<file path="src/rtl/hvtx_pkg.sv">
// Shared types and constants for the HDMI TX test-pattern generator.
// Pixel layout is {R,G,B} = channels {2,1,0}.
package hvtx_pkg;

    typedef logic [2:0][7:0] rgb_t;

    typedef enum logic [2:0] {
        PAT_SOLID = 3'd0,
        PAT_BARS  = 3'd1,
        PAT_HGRAD = 3'd2,
        PAT_VGRAD = 3'd3,
        PAT_CHECK = 3'd4
    } pattern_e;

    // Classic 8-bar sequence, left to right; the last bar also covers any overflow.
    localparam rgb_t BAR_LUT [8] = '{
        24'hFFFFFF,
        24'hFFFF00,
        24'h00FFFF,
        24'h00FF00,
        24'hFF00FF,
        24'hFF0000,
        24'h0000FF,
        24'h000000
    };

    localparam rgb_t RGB_WHITE = 24'hFFFFFF;
    localparam rgb_t RGB_BLACK = 24'h000000;

endpackage

</file>
<file path="src/rtl/hvtx_bar_index.sv">
// Colour-bar index tracker: counts pixels within the current bar and steps a
// saturating 3-bit bar index, restarting whenever the cursor returns to x==0.
module hvtx_bar_index #(
    parameter int WID   = 12,
    parameter int BAR_W = 160
) (
    input  logic           i_clk,
    input  logic           i_rst,
    input  logic [WID-1:0] x,
    output logic [2:0]     idx
);

    localparam int            CW       = (BAR_W > 1) ? $clog2(BAR_W) : 1;
    localparam logic [CW-1:0] PIX_LAST = CW'(BAR_W - 1);

    logic [CW-1:0] pix_reg;
    logic [CW-1:0] pix_next;
    logic [CW-1:0] pix_cur;
    logic [2:0]    idx_reg;
    logic [2:0]    idx_next;
    logic [2:0]    idx_cur;

    // The registers hold the position expected for the next pixel; x==0 overrides
    // them so the line start is always correct even after a cursor jump or reset.
    always_comb begin
        pix_cur  = pix_reg;
        idx_cur  = idx_reg;
        if (x == '0) begin
            pix_cur = '0;
            idx_cur = '0;
        end
        pix_next = pix_cur + CW'(1);
        idx_next = idx_cur;
        if (pix_cur == PIX_LAST) begin
            pix_next = '0;
            if (idx_cur != 3'd7) begin
                idx_next = idx_cur + 3'd1;
            end
        end
    end

    always_ff @(posedge i_clk) begin
        if (i_rst) begin
            pix_reg <= '0;
            idx_reg <= '0;
        end else begin
            pix_reg <= pix_next;
            idx_reg <= idx_next;
        end
    end

    assign idx = idx_cur;

endmodule

</file>
<file path="src/rtl/hvtx_pattern.sv">
// Test-pattern pixel source for the HDMI TX path: two-stage pipeline from the
// x/y cursor to a 24-bit pixel, with frame-synchronous mode latching.
module hvtx_pattern
    import hvtx_pkg::*;
#(
    parameter int WID           = 12,
    parameter int ACTIVE_WIDTH  = 1280,
    parameter int ACTIVE_HEIGHT = 720,
    parameter int BAR_W         = 160,
    parameter int CHK_LOG2      = 5
) (
    input  logic            i_clk,
    input  logic            i_rst,
    input  logic [WID-1:0]  i_x,
    input  logic [WID-1:0]  i_y,
    input  logic [2:0]      i_mode,
    input  logic [2:0][7:0] i_fg,
    output logic [2:0][7:0] o_video,
    output logic            o_sof
);

    logic       frame_start;
    logic [2:0] mode_reg;
    logic [7:0] frame_cnt_reg;
    logic [2:0] mode_cur;
    logic [7:0] frame_cnt_cur;
    logic       active;
    logic [2:0] bar_idx;
    logic [7:0] grad_next;

    assign frame_start = (i_x == '0) && (i_y == '0);
    assign active      = (i_x < WID'(ACTIVE_WIDTH)) && (i_y < WID'(ACTIVE_HEIGHT));

    // At frame start the newly requested mode and count already apply to pixel (0,0).
    always_comb begin
        mode_cur      = mode_reg;
        frame_cnt_cur = frame_cnt_reg;
        if (frame_start) begin
            mode_cur      = i_mode;
            frame_cnt_cur = frame_cnt_reg + 8'd1;
        end
    end

    always_ff @(posedge i_clk) begin
        if (i_rst) begin
            mode_reg      <= PAT_SOLID;
            frame_cnt_reg <= '0;
        end else if (frame_start) begin
            mode_reg      <= mode_cur;
            frame_cnt_reg <= frame_cnt_cur;
        end
    end

    hvtx_bar_index #(
        .WID   (WID),
        .BAR_W (BAR_W)
    ) u_bar_index (
        .i_clk (i_clk),
        .i_rst (i_rst),
        .x     (i_x),
        .idx   (bar_idx)
    );

    always_comb begin
        grad_next = '0;
        case (mode_cur)
            PAT_HGRAD: grad_next = i_x[7:0] + frame_cnt_cur;
            PAT_VGRAD: grad_next = i_y[7:0] + frame_cnt_cur;
            default:   grad_next = '0;
        endcase
    end

    // Stage 0: per-pixel attributes.
    logic       s0_active_reg;
    logic [2:0] s0_mode_reg;
    logic [2:0] s0_idx_reg;
    logic       s0_chk_reg;
    logic [7:0] s0_grad_reg;
    rgb_t       s0_fg_reg;
    logic       s0_sof_reg;

    always_ff @(posedge i_clk) begin
        if (i_rst) begin
            s0_active_reg <= 1'b0;
            s0_mode_reg   <= PAT_SOLID;
            s0_idx_reg    <= '0;
            s0_chk_reg    <= 1'b0;
            s0_grad_reg   <= '0;
            s0_fg_reg     <= '0;
            s0_sof_reg    <= 1'b0;
        end else begin
            s0_active_reg <= active;
            s0_mode_reg   <= mode_cur;
            s0_idx_reg    <= bar_idx;
            s0_chk_reg    <= i_x[CHK_LOG2] ^ i_y[CHK_LOG2];
            s0_grad_reg   <= grad_next;
            s0_fg_reg     <= i_fg;
            s0_sof_reg    <= frame_start;
        end
    end

    rgb_t grey_rgb;

    genvar gi;
    generate
        for (gi = 0; gi < 3; gi++) begin : g_grey
            assign grey_rgb[gi] = s0_grad_reg;
        end
    endgenerate

    // Stage 1: pattern mux.
    rgb_t video_next;
    rgb_t video_reg;
    logic sof_reg;

    always_comb begin
        video_next = RGB_BLACK;
        if (s0_active_reg) begin
            case (s0_mode_reg)
                PAT_SOLID: video_next = s0_fg_reg;
                PAT_BARS:  video_next = BAR_LUT[s0_idx_reg];
                PAT_HGRAD: video_next = grey_rgb;
                PAT_VGRAD: video_next = grey_rgb;
                PAT_CHECK: video_next = s0_chk_reg ? RGB_WHITE : RGB_BLACK;
                default:   video_next = RGB_BLACK;
            endcase
        end
    end

    always_ff @(posedge i_clk) begin
        if (i_rst) begin
            video_reg <= '0;
            sof_reg   <= 1'b0;
        end else begin
            video_reg <= video_next;
            sof_reg   <= s0_sof_reg;
        end
    end

    assign o_video = video_reg;
    assign o_sof   = sof_reg;

endmodule

</file>
<file path="config.mk">
export PLATFORM = sky130hd
export DESIGN_NAME = hvtx_pattern
export DESIGN_NICKNAME = d
export VERILOG_FILES = /design/src/rtl/hvtx_pkg.sv /design/src/rtl/hvtx_bar_index.sv /design/src/rtl/hvtx_pattern.sv
export SDC_FILE = /design/constraint.sdc
export NUM_CORES = 1
export LEC_CHECK = 0
export CAP_MARGIN = 20
export CORE_ASPECT_RATIO = 0.9
export CORE_MARGIN = 1.5
export CORE_UTILIZATION = 50
export CTS_CLUSTER_DIAMETER = 60
export CTS_CLUSTER_SIZE = 30
export DETAILED_ROUTE_END_ITERATION = 7
export HOLD_SLACK_MARGIN = 0.06
export PLACE_DENSITY = 0.8
export SLEW_MARGIN = 40
export SYNTH_ARGS = -nofsm -noshare
export SYNTH_HDL_FRONTEND = slang
export SYNTH_HIERARCHICAL = 1
export SYNTH_SLANG_ARGS = --single-unit
</file>
<file path="constraint.sdc">
create_clock -name i_clk -period 4.2 [get_ports i_clk]
set_input_delay 0.84 -clock i_clk [delete_from_list [all_inputs] [get_ports i_clk]]
set_output_delay 0.84 -clock i_clk [all_outputs]
set_load 0.01 [all_outputs]
</file>
=== Word-level counts from Yosys, hierarchy flattened ===
Memories as Yosys holds them, arrays and structs flattened.
Index checks and enable logic that the tools add are counted.

* Eq/ne operators: 8
* Multiplexer cells: 11
* Reduce and logical (&&, ||, !) cells: 8
* Magnitude comparators: 3
* Bitwise logic cells: 3
* $add $sub $neg: 5

{| class="wikitable"
|+ Operators with widths
! cell !! count
|-
| $pmux 24 s4 || 1
|-
| $mux 24 || 3
|-
| $logic_not 12->1 || 2
|-
| $add 8x1->8 const B || 2
|-
| $add 8x8->8 || 2
|-
| $mux 8 || 2
|-
| $pmux 8 s2 || 1
|-
| $eq 3x2->1 const B || 4
|-
| $lt 12x10->1 const B || 1
|-
| $lt 12x11->1 const B || 1
|-
| $mux 3 || 4
|-
| $eq 8x8->1 const B || 1
|-
| $reduce_or 2->1 || 3
|-
| $ge 4x4->1 const B || 1
|-
| $not 3->4 || 1
|-
| $add 3x1->3 const B || 1
|-
| $eq 3x1->1 const B || 1
|-
| $eq 3x3->1 const B || 1
|-
| $logic_not 3->1 || 1
|-
| $ne 3x3->1 const B || 1
|-
| $logic_and 1x1->1 || 2
|-
| $not 1->1 || 1
|-
| $xor 1x1->1 || 1
|}

* ROM bits: 192
* Bits in registers: 88
* Output and inout bits: 25
* Word-level logic and storage cells: 56
* Memories: 1
* Input bits: 53

{| class="wikitable"
|+ Memory list
! name !! words !! width !! read ports !! clocked after Yosys merged registers in !! write ports !! RTL line !! RTL
|-
| (no name shown) || 8 || 24 || 1 || 0 || 0 || hvtx_pattern.sv:121 || <nowiki>PAT_BARS: video_next = BAR_LUT[s0_idx_reg];</nowiki>
|}

=== Longest topological paths before layout ===
* Word-level depth: 5
* Mapped depth: 15
* Mapped depth without buffers: 15

=== Hierarchy ===
The synthesis kept the hierarchy.

{| class="wikitable"
|+ Modules (own cells, without submodules)
! module !! area an instance (µm²) !! instances !! seq. area each (µm²) !! cells an instance
|-
| hvtx_pattern || 3,022.9 || 1 || 1,541.5 || 302
|-
| hvtx_bar_index || 570.5 || 1 || 220.2 || 65
|}

=== Worst setup path after synthesis ===
No wires, ideal clock.

* Path type: input port to flip-flop
* From: input i_x[4]
* To: register s0_grad_reg[7]
* Path slack: 0.399 ns
* Stages: 13
* Setup time: 0.122 ns
* Arrival: 3.679 ns
* Required time: 4.078 ns
* Path buffers: 0
* Cells stage by stage: nor4_2 nand4_4 nor2_2 nor2_1 a31oi_4 mux2_2 ha_1 a21o_1 a21oi_1 o21ai_0 a2111oi_0 nand4bb_1 mux2i_1

* Cells in the longest elaborated chain, start to end: 5
* Elaborated cells on any way between the ends: 9
* Those cells by class: add/sub (2); eq/ne (2); mux (3); reduce/logical (2)

{| class="wikitable"
|+ RTL lines
! element !! RTL line !! RTL
|-
| from (decl) || hvtx_pattern.sv:14 || <nowiki>input logic [WID-1:0] i_x,</nowiki>
|-
| $logic_not 12->1 || hvtx_pattern.sv:31 || <nowiki>assign frame_start = (i_x == '0) && (i_y == '0);</nowiki>
|-
| $logic_and 1x1->1 || hvtx_pattern.sv:31 ||
|-
| $mux 8 or $mux 3 (tied branches) || hvtx_pattern.sv:38 || <nowiki>if (frame_start) begin</nowiki>
|-
| $add 8x8->8 (tied with other cells) || hvtx_pattern.sv:68 || <nowiki>PAT_VGRAD: grad_next = i_y[7:0] + frame_cnt_cur;</nowiki>
|-
| $pmux 8 s2 (*) || hvtx_pattern.sv:66 || <nowiki>case (mode_cur)</nowiki>
|-
| to (signal assigned) || hvtx_pattern.sv:96 || <nowiki>s0_grad_reg <= grad_next;</nowiki>
|-
| to (decl) || hvtx_pattern.sv:78 || <nowiki>logic [7:0] s0_grad_reg;</nowiki>
|}

Mark *: on every way between the ends. The rest lies on a longest branch, timed or not.
A chain may end at the register's enable or synchronous reset.

=== Worst setup path after layout ===
* From: input i_y[0]
* To: register s0_grad_reg[7]

* Cells in the longest elaborated chain, start to end: 5
* Elaborated cells on any way between the ends: 9
* Those cells by class: add/sub (2); eq/ne (2); mux (3); reduce/logical (2)

{| class="wikitable"
|+ RTL lines
! element !! RTL line !! RTL
|-
| from (decl) || hvtx_pattern.sv:15 || <nowiki>input logic [WID-1:0] i_y,</nowiki>
|-
| $logic_not 12->1 || hvtx_pattern.sv:31 ||
|-
| $logic_and 1x1->1 || hvtx_pattern.sv:31 ||
|-
| $mux 8 or $mux 3 (tied branches) || hvtx_pattern.sv:38 ||
|-
| $add 8x8->8 (tied with other cells) || hvtx_pattern.sv:68 ||
|-
| $pmux 8 s2 (*) || hvtx_pattern.sv:66 ||
|}

Marked as above.

==> results.md <==
* Status: finished, final reports clean
* Drt initial violations at 107
* TritonCTS Buffers at 9
* #FFs+latches synth at 88
* Clock power share at ~38%
* Sequential Area at 1760 um2
* M2 GR Usage at 38.4%
* Post-synth top area share at 49.0%
* Clock sink count at 88
* Tmin final at 3.99 ns
* Pint at 1.22 mW
* Crit path required time at between 4 and 5 ns
* CP arrival at 4.23 ns
* Relative slew slack at between 50% and 60%
* Syn-to-layout area delta at 32.5%
* Number of top-level pins at 78
* Layout cell share with drive strength beyond 1 at 12.8%
* Met3 GRT Util at 5.86%
* Worst-path fanout max at 5
* Grt ovf at 0
* Netlist Area Pre-Place at between 3000 and 4000 um2
* Distinct cells, synth at 51
* Syn_nets at about 430
* Sw frac at 22.7%
* Sw power at 357 uW
* Top_reg_cell synth: dfxtp_1
* Count leader, synth: dfxtp_1
* Drt drc at 0
* CTS H-tree lvls at 3
* Syn avg cell area at 9.79 um2
* Comb power frac at 7.7%
* CP endpoint kind: flop
* RSZ-0062 raised after global routing: no
* Die area at 7710 um2
* Final worst slack at 0.209 ns
* Power Density at between 300 and 400 nW/um2
* Final wirelength at 8.43 mm
* Initial antenna violation count at 0
* Fmax achieved at 251 MHz
* GR Util All Layers at 23.5%
* Post-CTS Setup Inserts at 0
* Routed len/inst at 15.2 um
* First-pass detailed-route iteration total at 4
* Die width at 92.4 um
* ANT cells at 0
* Top post-synthesis cells by area: dfxtp_1 49%, nor2b_1 5.9%, a31oi_1 4.5%
* Starting Density at 51.3%
* Core Region at 7000 um2
* Root Driver: clkbuf_8
* Leading area contributor after synthesis: dfxtp_1
* EDFF count, synth at 0
* Crit Path Class: input pin to flop
* Flop pwr share at 54.3%
* Fin. max-slew vios at 0
* Synth async-reset ratio at 0%
* Sequential area share after synthesis at 49.0%
* Final Cycle Share at 95.0%
* CTS Hold Bufs at 0
* Final Cell Area at 4760 um2
* Placed instance area at 4540 um2
* GPL Wtd Cong at 0.935
* Place WS at -0.144 ns
* Pin count of the biggest net entering global routing at 45
* Layout Nets at 520
* Worst hold path type: flop to flop
* Ys Warns at 6
* Clock buffer depth at 2
* Number of max-cap violations at 0
* Peak supply drop at 0.176 mV
* Final Hold Vio Count at 0
* Die Y at 83.4 um
* Grt peak-use layer: met2
* GR Util met1 at about 30%
* Number of global-route vias before repair at 2,947
* Max Clock Skew at roughly 0.0081 ns
* Multi-input logic area at ~1800 um2
* Crit start category: input pin
* Clock Latency Late Sink at 0.35 ns
* Post-synth top cells: 88 x dfxtp_1, 35 x nand2_1, 34 x nor2b_1, 26 x a31oi_1, 23 x a21oi_1
* Synth Instances at 367
* First-pass GRT wire length at 14.2 mm
* CTS tree: built
* Via density at 5.32
* Placement Rows at 29
* ANT nets after route at 0
* Number of fill cells at about 540
* Vias post-DR at 2,945
* Tightest Pin Transition at about 0.7 ns
* Port Buffers at 77
* Clock Pin Slew Worst Setup and Hold Paths at 0.09 ns
* Final HPWL DP at 6.33 mm
* Final setup vio count at 0
* Pleak at about 1.8 nW
* Setup TNS at 0 ns
-- area by class of cell --
cell class              instances  area share (%)
multi-input cells             256            36.9
flip-flops and latches         88            37.0
clock inverters                 6            1.52
clock buffers                  10            2.89
inverters                       9           0.710
well taps                      93            2.44
repair buffers                 92            18.6
-- worst max-delay path, cell delays in order --
cell and delay [ns]:
clkdlybuf4s50_1 0.50, nor4_4 0.34, nand4_4 0.14, nor2_2 0.14, nor2_1 0.07, a31oi_4 0.23, mux2_2 0.37, ha_1 0.28
a21o_1 0.18, a21oi_1 0.20, o21ai_0 0.14, a2111oi_1 0.51, nand4bb_1 0.20, mux2i_1 0.08
-- power by group through the flow --
stage                     clock (mW)  combinational, mW  sequential [mW]
final                          0.600              0.122            0.856
after global routing           0.652              0.131            0.858
after CTS                      0.614              0.122            0.856
after detailed placement           0              0.120            0.875
after global placement             0              0.118            0.875
after floorplan                    0             0.0440            0.874
-- kinds of logic (layout without fill, tap and decap cells) --
logic type	after synthesis	count (layout)	synth area share, %
compound gates	75	75	12.9
flops	88	88	49.0
simple gates	145	145	24.0
fa+ha+maj	11	11	4.04
buf+inv	23	117	2.61
xor+xnor	13	13	3.80
mux	12	12	3.66
-- layout by cell type, fill, tap and decap left out, drive strengths merged, types with 3 or more instances in the layout --
cell            n
dfxtp          88
clkdlybuf4s50  77
nand2          35
nor2b          34
a31oi          27
a21oi          23
buf            15
nor2           13
and2           12
inv            12
o21ai          11
ha             10
clkbuf         10
mux2            9
nor3            9
nor4            9
nand3           8
xor2            7
xnor2           6
nand2b          5
mux2i           3
nor3b           3
o31ai           3
nand4           3
and4            3
and3            3
or3             3
-- metrics by stage --
stage | util, % | hold WS, ns | instances | power, mW
2_1_floorplan | - | 0.414 | 367 | 0.918
3_3_place_gp | 64.8 | 0.422 | 538 | 0.993
3_5_place_dp | 64.8 | 0.433 | 538 | 0.995
4_1_cts | 67.8 | 0.454 | 554 | 1.59
5_1_grt | 68.0 | 0.480 | 554 | 1.64
6_report | 68.0 | 0.450 | 554 | 1.58
-- what timing repair did --
action | in CTS | in global routing
endpoints found under the hold margin | 0 | 0
setup endpoints to repair | 0 | 1
gates resized for setup | 0 | 1
-- final timing paths --
check	start	endpoint	slack (ns)	depth (start not counted)
worst min-delay path	s0_sof_reg	o_sof	0.45	1
worst min register to register	s0_sof_reg	o_sof	0.45	1
worst max register to register	mode_reg[1]	s0_grad_reg[7]	1.24	12
worst max-delay path	i_y[0]	s0_grad_reg[7]	0.21	14
-- metal layers --
layer  wire length [um]  share of wire [%]  up-vias
met5                  0                  0        -
met4                136                1.6        0
met3                469                5.6       10
met2               4030                 48       96
met1               3790                 45     1364
li1                   -                  -     1475
(Power assumes the default switching activity.)
